==> src/rtl/sp_filter_pkg.sv <==
// rtl/sp_filter_pkg.sv - shared state encoding and default widths for the line filter
package sp_filter_pkg;

  localparam int PIXEL_W_DEF = 8;
  localparam int ADDR_W_DEF  = 16;
  localparam int LEN_W_DEF   = 10;

  typedef enum logic [2:0] {
    ST_IDLE,
    ST_RD_FIRST,
    ST_RD_NEXT,
    ST_PROCESS,
    ST_WRITE,
    ST_DONE
  } state_t;

endpackage

==> src/rtl/median3.sv <==
// rtl/median3.sv - combinational unsigned median of three via a min/max network
module median3
  import sp_filter_pkg::*;
#(
  parameter int PIXEL_W = PIXEL_W_DEF
) (
  input  logic [PIXEL_W-1:0] a,
  input  logic [PIXEL_W-1:0] b,
  input  logic [PIXEL_W-1:0] c,
  output logic [PIXEL_W-1:0] med
);

  logic [PIXEL_W-1:0] lo_ab;
  logic [PIXEL_W-1:0] hi_ab;
  logic [PIXEL_W-1:0] lo_hc;

  // median = max(min(a,b), min(max(a,b),c)); ties fall out naturally
  assign lo_ab = (a < b) ? a : b;
  assign hi_ab = (a < b) ? b : a;
  assign lo_hc = (hi_ab < c) ? hi_ab : c;
  assign med   = (lo_ab > lo_hc) ? lo_ab : lo_hc;

endmodule

==> src/rtl/sp_line_filter_ctrl.sv <==
// rtl/sp_line_filter_ctrl.sv - start/done sequencer running a 3-tap median filter over one line
module sp_line_filter_ctrl
  import sp_filter_pkg::*;
#(
  parameter int PIXEL_W = PIXEL_W_DEF,
  parameter int ADDR_W  = ADDR_W_DEF,
  parameter int LEN_W   = LEN_W_DEF
) (
  input  logic               clk,
  input  logic               rst,
  input  logic               start,
  input  logic [ADDR_W-1:0]  src_base,
  input  logic [ADDR_W-1:0]  dst_base,
  input  logic [LEN_W-1:0]   len,
  output logic               busy,
  output logic               done,
  output logic               rd_req,
  output logic [ADDR_W-1:0]  rd_addr,
  input  logic               rd_valid,
  input  logic [PIXEL_W-1:0] rd_data,
  output logic               wr_req,
  output logic [ADDR_W-1:0]  wr_addr,
  output logic [PIXEL_W-1:0] wr_data,
  input  logic               wr_ack
);

  state_t             state;
  state_t             state_nxt;
  logic [ADDR_W-1:0]  src_q;
  logic [ADDR_W-1:0]  dst_q;
  logic [LEN_W-1:0]   len_q;
  logic [LEN_W-1:0]   idx;
  logic [LEN_W-1:0]   idx_inc;
  logic [PIXEL_W-1:0] prev_px;
  logic [PIXEL_W-1:0] cur_px;
  logic [PIXEL_W-1:0] next_px;
  logic [PIXEL_W-1:0] med;

  assign idx_inc = idx + LEN_W'(1);

  median3 #(.PIXEL_W(PIXEL_W)) u_median3 (
    .a   (prev_px),
    .b   (cur_px),
    .c   (next_px),
    .med (med)
  );

  always_comb begin
    state_nxt = state;
    busy      = 1'b0;
    done      = 1'b0;
    rd_req    = 1'b0;
    rd_addr   = '0;
    wr_req    = 1'b0;
    case (state)
      ST_IDLE: begin
        if (start) state_nxt = (len == '0) ? ST_DONE : ST_RD_FIRST;
      end
      ST_RD_FIRST: begin
        busy    = 1'b1;
        rd_req  = 1'b1;
        rd_addr = src_q;
        if (rd_valid) state_nxt = (len_q == LEN_W'(1)) ? ST_PROCESS : ST_RD_NEXT;
      end
      ST_RD_NEXT: begin
        busy    = 1'b1;
        rd_req  = 1'b1;
        rd_addr = src_q + ADDR_W'(idx) + ADDR_W'(1);
        if (rd_valid) state_nxt = ST_PROCESS;
      end
      ST_PROCESS: begin
        busy      = 1'b1;
        state_nxt = ST_WRITE;
      end
      ST_WRITE: begin
        busy   = 1'b1;
        wr_req = 1'b1;
        if (wr_ack) begin
          if (idx_inc == len_q)
            state_nxt = ST_DONE;
          else if (idx_inc == len_q - LEN_W'(1))
            state_nxt = ST_PROCESS;
          else
            state_nxt = ST_RD_NEXT;
        end
      end
      ST_DONE: begin
        done      = 1'b1;
        state_nxt = ST_IDLE;
      end
      default: state_nxt = ST_IDLE;
    endcase
  end

  always_ff @(posedge clk or negedge rst) begin
    if (!rst) begin
      state   <= ST_IDLE;
      src_q   <= '0;
      dst_q   <= '0;
      len_q   <= '0;
      idx     <= '0;
      prev_px <= '0;
      cur_px  <= '0;
      next_px <= '0;
      wr_addr <= '0;
      wr_data <= '0;
    end else begin
      state <= state_nxt;
      case (state)
        ST_IDLE: begin
          if (start) begin
            src_q <= src_base;
            dst_q <= dst_base;
            len_q <= len;
            idx   <= '0;
          end
        end
        ST_RD_FIRST: begin
          // left edge replicates the first pixel into prev as well as cur
          if (rd_valid) begin
            prev_px <= rd_data;
            cur_px  <= rd_data;
            if (len_q == LEN_W'(1)) next_px <= rd_data;
          end
        end
        ST_RD_NEXT: begin
          if (rd_valid) next_px <= rd_data;
        end
        ST_PROCESS: begin
          wr_data <= med;
          wr_addr <= dst_q + ADDR_W'(idx);
        end
        ST_WRITE: begin
          // next_px is left alone so the last pixel sees a replicated right edge
          if (wr_ack) begin
            prev_px <= cur_px;
            cur_px  <= next_px;
            idx     <= idx_inc;
          end
        end
        default: ;
      endcase
    end
  end

endmodule

==> config.mk <==
export PLATFORM = sky130hd
export DESIGN_NAME = sp_line_filter_ctrl
export DESIGN_NICKNAME = d
export VERILOG_FILES = /design/src/rtl/sp_filter_pkg.sv /design/src/rtl/median3.sv /design/src/rtl/sp_line_filter_ctrl.sv
export SDC_FILE = /design/constraint.sdc
export NUM_CORES = 1
export LEC_CHECK = 0
export CAP_MARGIN = 15
export CORE_ASPECT_RATIO = 2
export CORE_MARGIN = 5
export CORE_UTILIZATION = 39
export CTS_CLUSTER_DIAMETER = 150
export CTS_CLUSTER_SIZE = 16
export DETAILED_ROUTE_END_ITERATION = 8
export PLACE_DENSITY = 0.71
export REMOVE_ABC_BUFFERS = 1
export SLEW_MARGIN = 20
export SYNTH_ARGS = -nofsm -noshare
export SYNTH_HDL_FRONTEND = slang
export SYNTH_SLANG_ARGS = --single-unit
export TNS_END_PERCENT = 10
==> constraint.sdc <==
create_clock -name clk -period 6.31 [get_ports clk]
set_clock_uncertainty 0.1 [all_clocks]
set_input_delay 1.262 -clock clk [delete_from_list [all_inputs] [get_ports clk]]
set_output_delay 1.262 -clock clk [all_outputs]
set_load 0.01 [all_outputs]
==> results by group <==
Clock network
  – CTS tree: built
  – Clk slew on worst S/H paths: 0.07 ns
  – CTS root buffer: clkbuf_16
  – Num Clock Sinks: 103
  – Setup Fix Bufs, Post-CTS: 0
  – H-tree depth: 3
  – Worst-case clock buffer depth: 2
  – Skew-Pair Late Insertion Delay: 0.35 ns
  – Cts repair resizes: 0
  – CTS Buf Count: 9
  – Hold-fix buffers at CTS: 0

Detailed routing
  – Drc violations: 0
  – Met3 WL: 453 um
  – ANT nets after route: 0
  – Vias per cell: 5.56
  – Number of DRC markers in iteration 0: 193
  – Detailed-route via count: 5663
  – Total Wirelength: 17.9 mm
  – TritonRoute pass-1 iters: 5
  – DR WL met2: 10.2 mm
  – Metal-1 WL: 5.96 mm
  – Routed len/inst: 17.6 um
  – Top routing layer in use: met4

Timing
  – Final Hold Vio Count: 0
  – Setup TNS: 0 ns
  – Period utilization: 89.3%
  – Min Clock Period, post-route: 5.63 ns
  – Max Fclk: 178 MHz
  – Fin worst setup slack: 0.676 ns
  – Tightest Pin Transition: 0.788 ns
  – Relative slew slack: 47.5%
  – Max-slew violations: 0
  – RSZ-0062 raised after global routing: false
  – Worst hold slack: 0.388 ns
  – Final number of setup-violating endpoints: 0

Logic synthesis
  – Most common cell in the netlist: dfrtp_1
  – Mapped Avg Cell Area: 9.40 sq um
  – Yosys warnings: 0
  – Synth cell types: 68
  – Area of the mapped netlist: 0.00679 sq mm
  – Largest family of logic cells by synthesized area: compound AO/OA/AOI/OAI gates
  – Synth top cells by count: 103 x dfrtp_1, 88 x nand2_1, 74 x o21ai_0
  – Leading area contributor after synthesis: dfrtp_1
  – Synth Flop Type: dfrtp_1
  – Sequential cell area fraction in the yosys report: 38.0%
  – Mapped Cells: 722
  – Mux contribution to synthesized area: 10.5%
  – Synth top area cells: dfrtp_1 38%, mux2_2 8.5%, ha_1 8.3%
  – Post-Synth Adder-Cell Area: 8.89%
  – Compound-Gate Fraction of Synth Area: 17.8%
  – Top cell type's share of synthesized area: 38.0%
  – Post-Synth Simple-Gate Area: 14.7%
  – Number of synthesized flops with an enable pin: 0
  – Post-synthesis register bit count: 103
  – Post-Synth XOR/XNOR Area: 5.75%
  – Ys async rst share: 100%

Placed design
  – Cells after DPL: 1002
  – DP Area: 0.00792 sq mm
  – Post-DP HPWL: 14.1 mm
  – DP Worst Slack: 0.736 ns
  – Gpl congestion: 0.915
  – # port buffers: 98

Power
  – PwrDens: 520 mW/mm^2
  – P_leak: 3.46 nW
  – Peak supply drop: 245 uV

GRT
  – Grt ovf: 0
  – GRT Util Overall: 18.2%
  – Initial antenna violation count: 0
  – Largest net degree at the start of global routing: 60
  – First-pass GRT wire length: 28.8 mm
  – Vias in the first global route: 5933

Critical path
  – Worst path slowest cell: o21ai_2
  – FF-to-FF End: wr_data[1]
  – Reg-to-reg startpoint: cur_px[2]
  – WP data arrival: 5.79 ns
  – CP cell instances: inv_1, ha_1, or2_2, a21oi_1, nor3_2, nor2b_2, buf_4, mux2_2, ha_1, nand2_1, o21ai_0, o21ai_0, o21bai_1, o21ai_2, mux2i_1, ha_1, nor2b_1, o21ai_0, a21oi_1, o21bai_1, a22oi_2, or2_2, o221ai_1
  – Setup crit end: wr_data[1]
  – R2R cell count: 23
  – Startpoint types: register
  – CP startpoint: cur_px[2]
  – Worst setup path category: reg2reg
  – Largest fanout on the critical path: 10
  – Worst reg2reg setup slack: 0.68 ns
  – Worst EP required: 6.46 ns
  – CP endpoint kind: register
  – Slowest stage delay, CP: 0.42 ns

Layout
  – Layout cells sized above 1: 11.8%
  – Fin area: 0.00822 sq mm
  – Post-Layout Cell Count: 1018
  – Ant diodes: 0
  – Synth-to-layout area growth: 21.1%
  – NumNets Final: 905

Die
  – Core ar.: 0.0172 sq mm
  – # IOs: 99
  – # rows: 68
  – Die height: 197 um
  – Die area: 0.0203 sq mm
  – Die width: 103 um
  – Initial Util: 39.5%

Min path
  – Hold crit path type: reg2reg

Run status
  – Status: completed

Run
  – Total of max-cap violations: 0
## per-stage QoR
step / utilization (%) / power, mW
after floorplan: - / 2.88
after global placement: 46.1 / 3.69
after detailed placement: 46.1 / 3.74
after CTS: 47.8 / 4.32
after global routing: 47.8 / 4.66
final: 47.8 / 4.27
## critical path: cells and delay by family, from the launching register on
family                   cells  cell delay, ns
AND/OR/NAND/NOR              6            1.26
buffers and inverters        2            0.34
multiplexers                 2            0.68
AO/OA/AOI/OAI               10            1.92
flip-flops                   1            0.38
adder cells (fa/ha/maj)      3            0.88
## metal layers
| metal | global-route usage, % | vias to the layer above |
|---|---|---|
| met2 | 34.3 | 112 |
| met5 | 0 | - |
| li1 | - | 2762 |
| met3 | 2.44 | 57 |
| met4 | 12.4 | 0 |
| met1 | 17.4 | 2732 |
## cell families after synthesis
group | after synthesis
simple gates | 202
flops | 103
xor+xnor | 43
buf+inv | 68
mux | 64
compound gates | 195
fa+ha+maj | 47
## cell usage in the layout (no fill, tap or decap), types with 15 or more instances in the layout
| cell | n |
|---|---|
| dfrtp_1 | 103 |
| clkdlybuf4s50_1 | 97 |
| nand2_1 | 88 |
| o21ai_0 | 74 |
| mux2_2 | 51 |
| ha_1 | 45 |
| a21oi_1 | 40 |
| inv_1 | 33 |
| nor2_1 | 27 |
| xor2_1 | 24 |
| xnor2_1 | 18 |
| nand3_1 | 15 |
## state kept, by name, indices dropped and copies added, names as in the netlist
| name | count |
|---|---|
| next_px | 8 |
| cur_px | 8 |
| dst_q | 16 |
| state | 3 |
| wr_addr | 16 |
| wr_data | 8 |
| idx | 10 |
| prev_px | 8 |
| len_q | 10 |
| src_q | 16 |
## how the worst min path moves through the flow
stage / startpoint / slack, ns / endpoint / cells past startpoint
detailed placement: wr_data[5] / 0.37 / wr_data[5] / 2
global route: wr_data[3] / 0.41 / wr_data[3] / 2
finish: wr_data[5] / 0.39 / wr_data[5] / 2
CTS: wr_data[5] / 0.39 / wr_data[5] / 2
global placement: wr_data[3] / 0.37 / wr_data[3] / 2
floorplan: dst_q[0] / 0.39 / dst_q[0] / 1
## final cells by class
cell class / count / area [sq um]
multi-input combinational: 551 / 3930
fill: 1654 / 8970
clock buffer: 9 / 225
inverter: 34 / 128
tap: 210 / 263
sequential: 103 / 2580
timing repair buffer: 104 / 1020
clock inverter: 7 / 73.8
## power breakdown
group | total, mW | switching (mW) | internal [mW]
clock | 0.558 | 0.277 | 0.281
sequential | 1.26 | 0.307 | 0.955
combinational | 2.45 | 1.25 | 1.20
(Power assumes the default switching activity.)
